File: config.mk
export PLATFORM = sky130hd
export DESIGN_NAME = mem_arb
export DESIGN_NICKNAME = d
export VERILOG_FILES = /design/src/rtl/mem_arb.sv
export SDC_FILE = /design/constraint.sdc
export NUM_CORES = 1
export LEC_CHECK = 0
export ABC_CLOCK_PERIOD_IN_PS = 2700
export BUFFER_PORTS_ARGS = -buffer_cell sky130_fd_sc_hd__buf_2
export CAP_MARGIN = 10
export CORE_AREA = 2 2 142 144
export DETAILED_ROUTE_END_ITERATION = 7
export DIE_AREA = 0 0 144 146
export PLACE_DENSITY = 0.57
export SLEW_MARGIN = 20
export SYNTH_ARGS = -nofsm -noshare
export SYNTH_HDL_FRONTEND = slang
export SYNTH_SLANG_ARGS = --single-unit
File: constraint.sdc
create_clock -name clk -period 2.7 [get_ports clk]
set_input_delay 0.27 -clock clk [delete_from_list [all_inputs] [get_ports clk]]
set_output_delay 0.27 -clock clk [all_outputs]
set_load 0.01 [all_outputs]
File: src/rtl/mem_arb.sv
// Two-requester memory arbiter: instruction fetch and load/store ports share one
// single-outstanding bus, with fair alternation on contention and an ack timeout.
module mem_arb #(
  parameter int AW      = 32,
  parameter int DW      = 32,
  parameter int TIMEOUT = 15
) (
  input  logic          clk,
  input  logic          rst_n,

  input  logic          if_req,
  input  logic [AW-1:0] if_addr,
  output logic          if_gnt,
  output logic [DW-1:0] if_rdata,
  output logic          if_done,
  output logic          if_err,

  input  logic          d_req,
  input  logic          d_we,
  input  logic [AW-1:0] d_addr,
  input  logic [DW-1:0] d_wdata,
  output logic          d_gnt,
  output logic [DW-1:0] d_rdata,
  output logic          d_done,
  output logic          d_err,

  output logic          cyc_o,
  output logic          stb_o,
  output logic          we_o,
  output logic [AW-1:0] adr_o,
  output logic [DW-1:0] dat_o,
  input  logic [DW-1:0] dat_i,
  input  logic          ack_i
);

  typedef enum logic [1:0] {
    IDLE   = 2'd0,
    IF_BUS = 2'd1,
    D_BUS  = 2'd2
  } state_t;

  localparam logic [3:0] TIMEOUT_CNT = 4'(TIMEOUT);

  state_t     state;
  logic [3:0] wait_cnt;
  logic       last_d;     // 1: data port was the most recently completed requester
  logic       d_wins;
  logic       bus_end;

  // On contention the requester that was not served last wins; reset leaves
  // last_d = 0 (fetch), so a tie straight out of reset goes to the data port.
  assign d_wins  = d_req && (!if_req || !last_d);
  assign bus_end = ack_i || (wait_cnt == TIMEOUT_CNT);

  always_ff @(posedge clk) begin
    if (!rst_n) begin
      state    <= IDLE;
      wait_cnt <= '0;
      last_d   <= 1'b0;
      cyc_o    <= 1'b0;
      stb_o    <= 1'b0;
      we_o     <= 1'b0;
      adr_o    <= '0;
      dat_o    <= '0;
      if_gnt   <= 1'b0;
      d_gnt    <= 1'b0;
      if_done  <= 1'b0;
      if_err   <= 1'b0;
      d_done   <= 1'b0;
      d_err    <= 1'b0;
      if_rdata <= '0;
      d_rdata  <= '0;
    end else begin
      // NOTE: non-blocking defaults here make done/err single-cycle pulses; a
      // later assignment in the same block overrides them for this edge only.
      if_done <= 1'b0;
      if_err  <= 1'b0;
      d_done  <= 1'b0;
      d_err   <= 1'b0;

      case (state)
        IDLE: begin
          if (d_wins) begin
            state    <= D_BUS;
            cyc_o    <= 1'b1;
            stb_o    <= 1'b1;
            d_gnt    <= 1'b1;
            we_o     <= d_we;
            adr_o    <= d_addr;
            dat_o    <= d_wdata;
            wait_cnt <= '0;
          end else if (if_req) begin
            state    <= IF_BUS;
            cyc_o    <= 1'b1;
            stb_o    <= 1'b1;
            if_gnt   <= 1'b1;
            we_o     <= 1'b0;
            adr_o    <= if_addr;
            wait_cnt <= '0;
          end
        end

        IF_BUS, D_BUS: begin
          if (bus_end) begin
            // ack wins over a simultaneous timeout
            state  <= IDLE;
            cyc_o  <= 1'b0;
            stb_o  <= 1'b0;
            we_o   <= 1'b0;
            if_gnt <= 1'b0;
            d_gnt  <= 1'b0;
            last_d <= (state == D_BUS);
            if (state == D_BUS) begin
              if (ack_i) begin
                d_done <= 1'b1;
                if (!we_o) d_rdata <= dat_i;
              end else begin
                d_err <= 1'b1;
              end
            end else begin
              if (ack_i) begin
                if_done  <= 1'b1;
                if_rdata <= dat_i;
              end else begin
                if_err <= 1'b1;
              end
            end
          end else begin
            wait_cnt <= wait_cnt + 4'd1;
          end
        end

        default: state <= IDLE;
      endcase
    end
  end

endmodule

==> flow_summary.json <==
{
  "drtIter0Drc": 239,
  "postSynthAreaPerCell_um2": 8.95,
  "layout_min_cycle_time_ns": 1.91,
  "die-area_mm2": 0.0210,
  "cp.required_ns": 3.04,
  "synthXorXnorAreaFrac": 0,
  "drt-vias-per-instance": 4.41,
  "finalSetupViolCount": 0,
  "finalPower_uw": 5640,
  "fin_crit_sh": 0.709,
  "final_cell_mix": "269 x buf_2, 235 x nand2_1, 143 x dfxtp_1",
  "grt_antenna_before_repair": 2,
  "clkTransAtPathRegs_ns": 0.06,
  "finClkSkew_ns": 0.00792,
  "syn_nets": 785,
  "drv_cap": 0,
  "wl_um": 15900,
  "synth-compound-area-share": 0.208,
  "synth_area_mm2": 0.00578,
  "final_nets": 1036,
  "ys_seq_area_frac": 0.495,
  "tightest_slew_ns": 0.687,
  "synth_top_family_by_area": "compound AO/OA/AOI/OAI gates",
  "holdCritPathClass": "input port to flip-flop",
  "rsz0062_at_grt": "false",
  "vias": 5192,
  "clock_sinks": 143,
  "synth_top_area_frac": 0.495,
  "grt_first_pass_wirelength_um": 24600,
  "max_slew_margin": 0.542,
  "core_mm2": 0.0193,
  "post_drt_wl_per_cell_um": 13.5,
  "die_x_um": 144,
  "yosys_warnings": 0,
  "synthArstFlopShare": 0,
  "h-tree-depth": 4,
  "grt_remaining_overflow": 0,
  "slowest_delay_ns": 0.60,
  "synthAdderAreaFrac": 0.0108,
  "ctsHoldBuffers": 0,
  "muxShareOfSynthArea": 0.0589,
  "area_delta_synth_final_pct": 36.6,
  "dp_hpwl_um": 11300,
  "ant_nets": 0,
  "vdd_drop_max_v": 0.000437,
  "crit_path_end_kind": "flip-flop",
  "grt_pass1_vias": 4793,
  "gp_congestion": 0.764,
  "hold_viol": 0,
  "ios": 271,
  "cts_tree": "done",
  "cts.path.max_buffers": 2,
  "p_leak_uw": 0.00388,
  "drc": 0,
  "worstSetupStartpointType": "flip-flop",
  "path_buf_inv": 1,
  "worst_ep_arrival_time_ns": 2.26,
  "numCtsBuffers": 17,
  "synth_cell_type_count": 40,
  "fmax_mhz": 523,
  "path_common_cell": "nand2_1",
  "cts_root_buf": "clkbuf_16",
  "yosysTopAreaCell": "dfxtp_1",
  "synth-seq-cells": 143,
  "clock_latency_ns": 0.42,
  "grt.total_usage": 0.149,
  "drtPass1Iterations": 4,
  "start_util": 0.299,
  "crit_slowest_cell": "or2_2",
  "io_buffers": 270,
  "path_cells": "inv_1 > ha_1 > nand2_1 > or2_2 > nand2_1 > a21boi_0",
  "powerDensity_mw_per_mm2": 715,
  "synth_edf_count": 0,
  "critPathKind": "flip-flop to flip-flop",
  "tns_ns": 0,
  "ys_top_cells_by_area": "dfxtp_1 50%, nand2_1 15%, a21boi_0 10%, mux2i_1 5.9%, o211a_1 5.5%",
  "syn_inst": 646,
  "path_delay_family": "simple AND/OR/NAND/NOR gates",
  "synth_flop_cell": "dfxtp_1",
  "die_h_um": 146,
  "outcome": "completed",
  "post_cts_buffers": 0,
  "synthSimpleGateAreaFrac": 0.182,
  "drive_gt1_frac": 0.353,
  "ctsResizeCount": 0,
  "placementRows": 51,
  "report.final.slew_viol_count": 0,
  "grt_max_degree": 58,
  "layout_commonest_cell": "buf_2",
  "cp_max_fo": 32
}
## flip-flops by register name, indices dropped and copies added (netlist names), 2 cells and up
name      count
adr_o        32
d_rdata      32
dat_o        32
if_rdata     32
wait_cnt      4
state         2
## where the power goes
part | internal (µW) | switching [µW] | leakage, µW
registers | 2300 | 96.4 | 0.00117
logic | 436 | 585 | 0.00245
clock network | 1210 | 1010 | 0.000266
total | 3940 | 1700 | 0.00388
## area by class of cell
type / count / area (µm²)
timing repair buffer: 281 / 1460
fill: 1997 / 11400
sequential: 143 / 2860
clock buffer: 17 / 425
multi-input combinational: 451 / 2670
tap: 265 / 332
inverter: 3 / 11.3
clock inverter: 15 / 125
antenna: 1 / 2.50
## worst paths after layout
| path | to | cells past startpoint | startpoint | slack [ns] |
|---|---|---|---|---|
| max | if_rdata[13] | 6 | state[1] | 0.79 |
| min | dat_o[21] | 3 | d_wdata[21] | 0.08 |
| max reg2reg | if_rdata[13] | 6 | state[1] | 0.79 |
| min reg2reg | d_rdata[11] | 2 | d_rdata[11] | 0.45 |
## kinds of logic (layout without fill, tap and decap cells)
group | count (synthesis) | count (layout)
simple gates | 262 | 262
fa+ha+maj | 5 | 5
mux | 34 | 34
other cells | 0 | 1
compound gates | 150 | 150
buf+inv | 52 | 316
flops | 143 | 143
## worst min-delay path: stages
cell and delay (ns):
buf_2 0.10, nand2_1 0.04, a21boi_1 0.05
## per-stage QoR
| step | setup slack (ns) | cell area (µm²) | hold WS (ns) | util | std cells |
|---|---|---|---|---|---|
| floorplan | 1.02 | 5780 | 0.347 | - | 646 |
| global placement | 0.849 | 7340 | 0.439 | 0.380 | 1143 |
| detailed placement | 0.766 | 7340 | 0.442 | 0.380 | 1143 |
| CTS | 0.748 | 7890 | 0.0623 | 0.408 | 1175 |
| global route | 0.594 | 7890 | 0.0645 | 0.408 | 1176 |
| finish | 0.786 | 7890 | 0.0790 | 0.408 | 1176 |
## layer usage
layer / track usage / vias up / routed length (µm)
li1: - / 2670 / -
met1: 0.179 / 2325 / 7040
met2: 0.248 / 180 / 7480
met3: 0.0507 / 17 / 1200
met4: 0.0471 / 0 / 207
met5: 0 / - / 0
## cell usage after synthesis (3+ instances only)
cell,number
ha_1,5
a21boi_1,22
inv_1,3
dfxtp_1,143
buf_4,6
buf_2,15
nor2_1,4
nand2b_1,3
mux2i_1,34
nand2_1,235
a21boi_0,77
o21ai_0,5
nand3_1,4
clkbuf_1,23
nor2b_1,3
buf_6,3
o211a_1,32
Note: power is estimated with default switching activity, not from simulation.
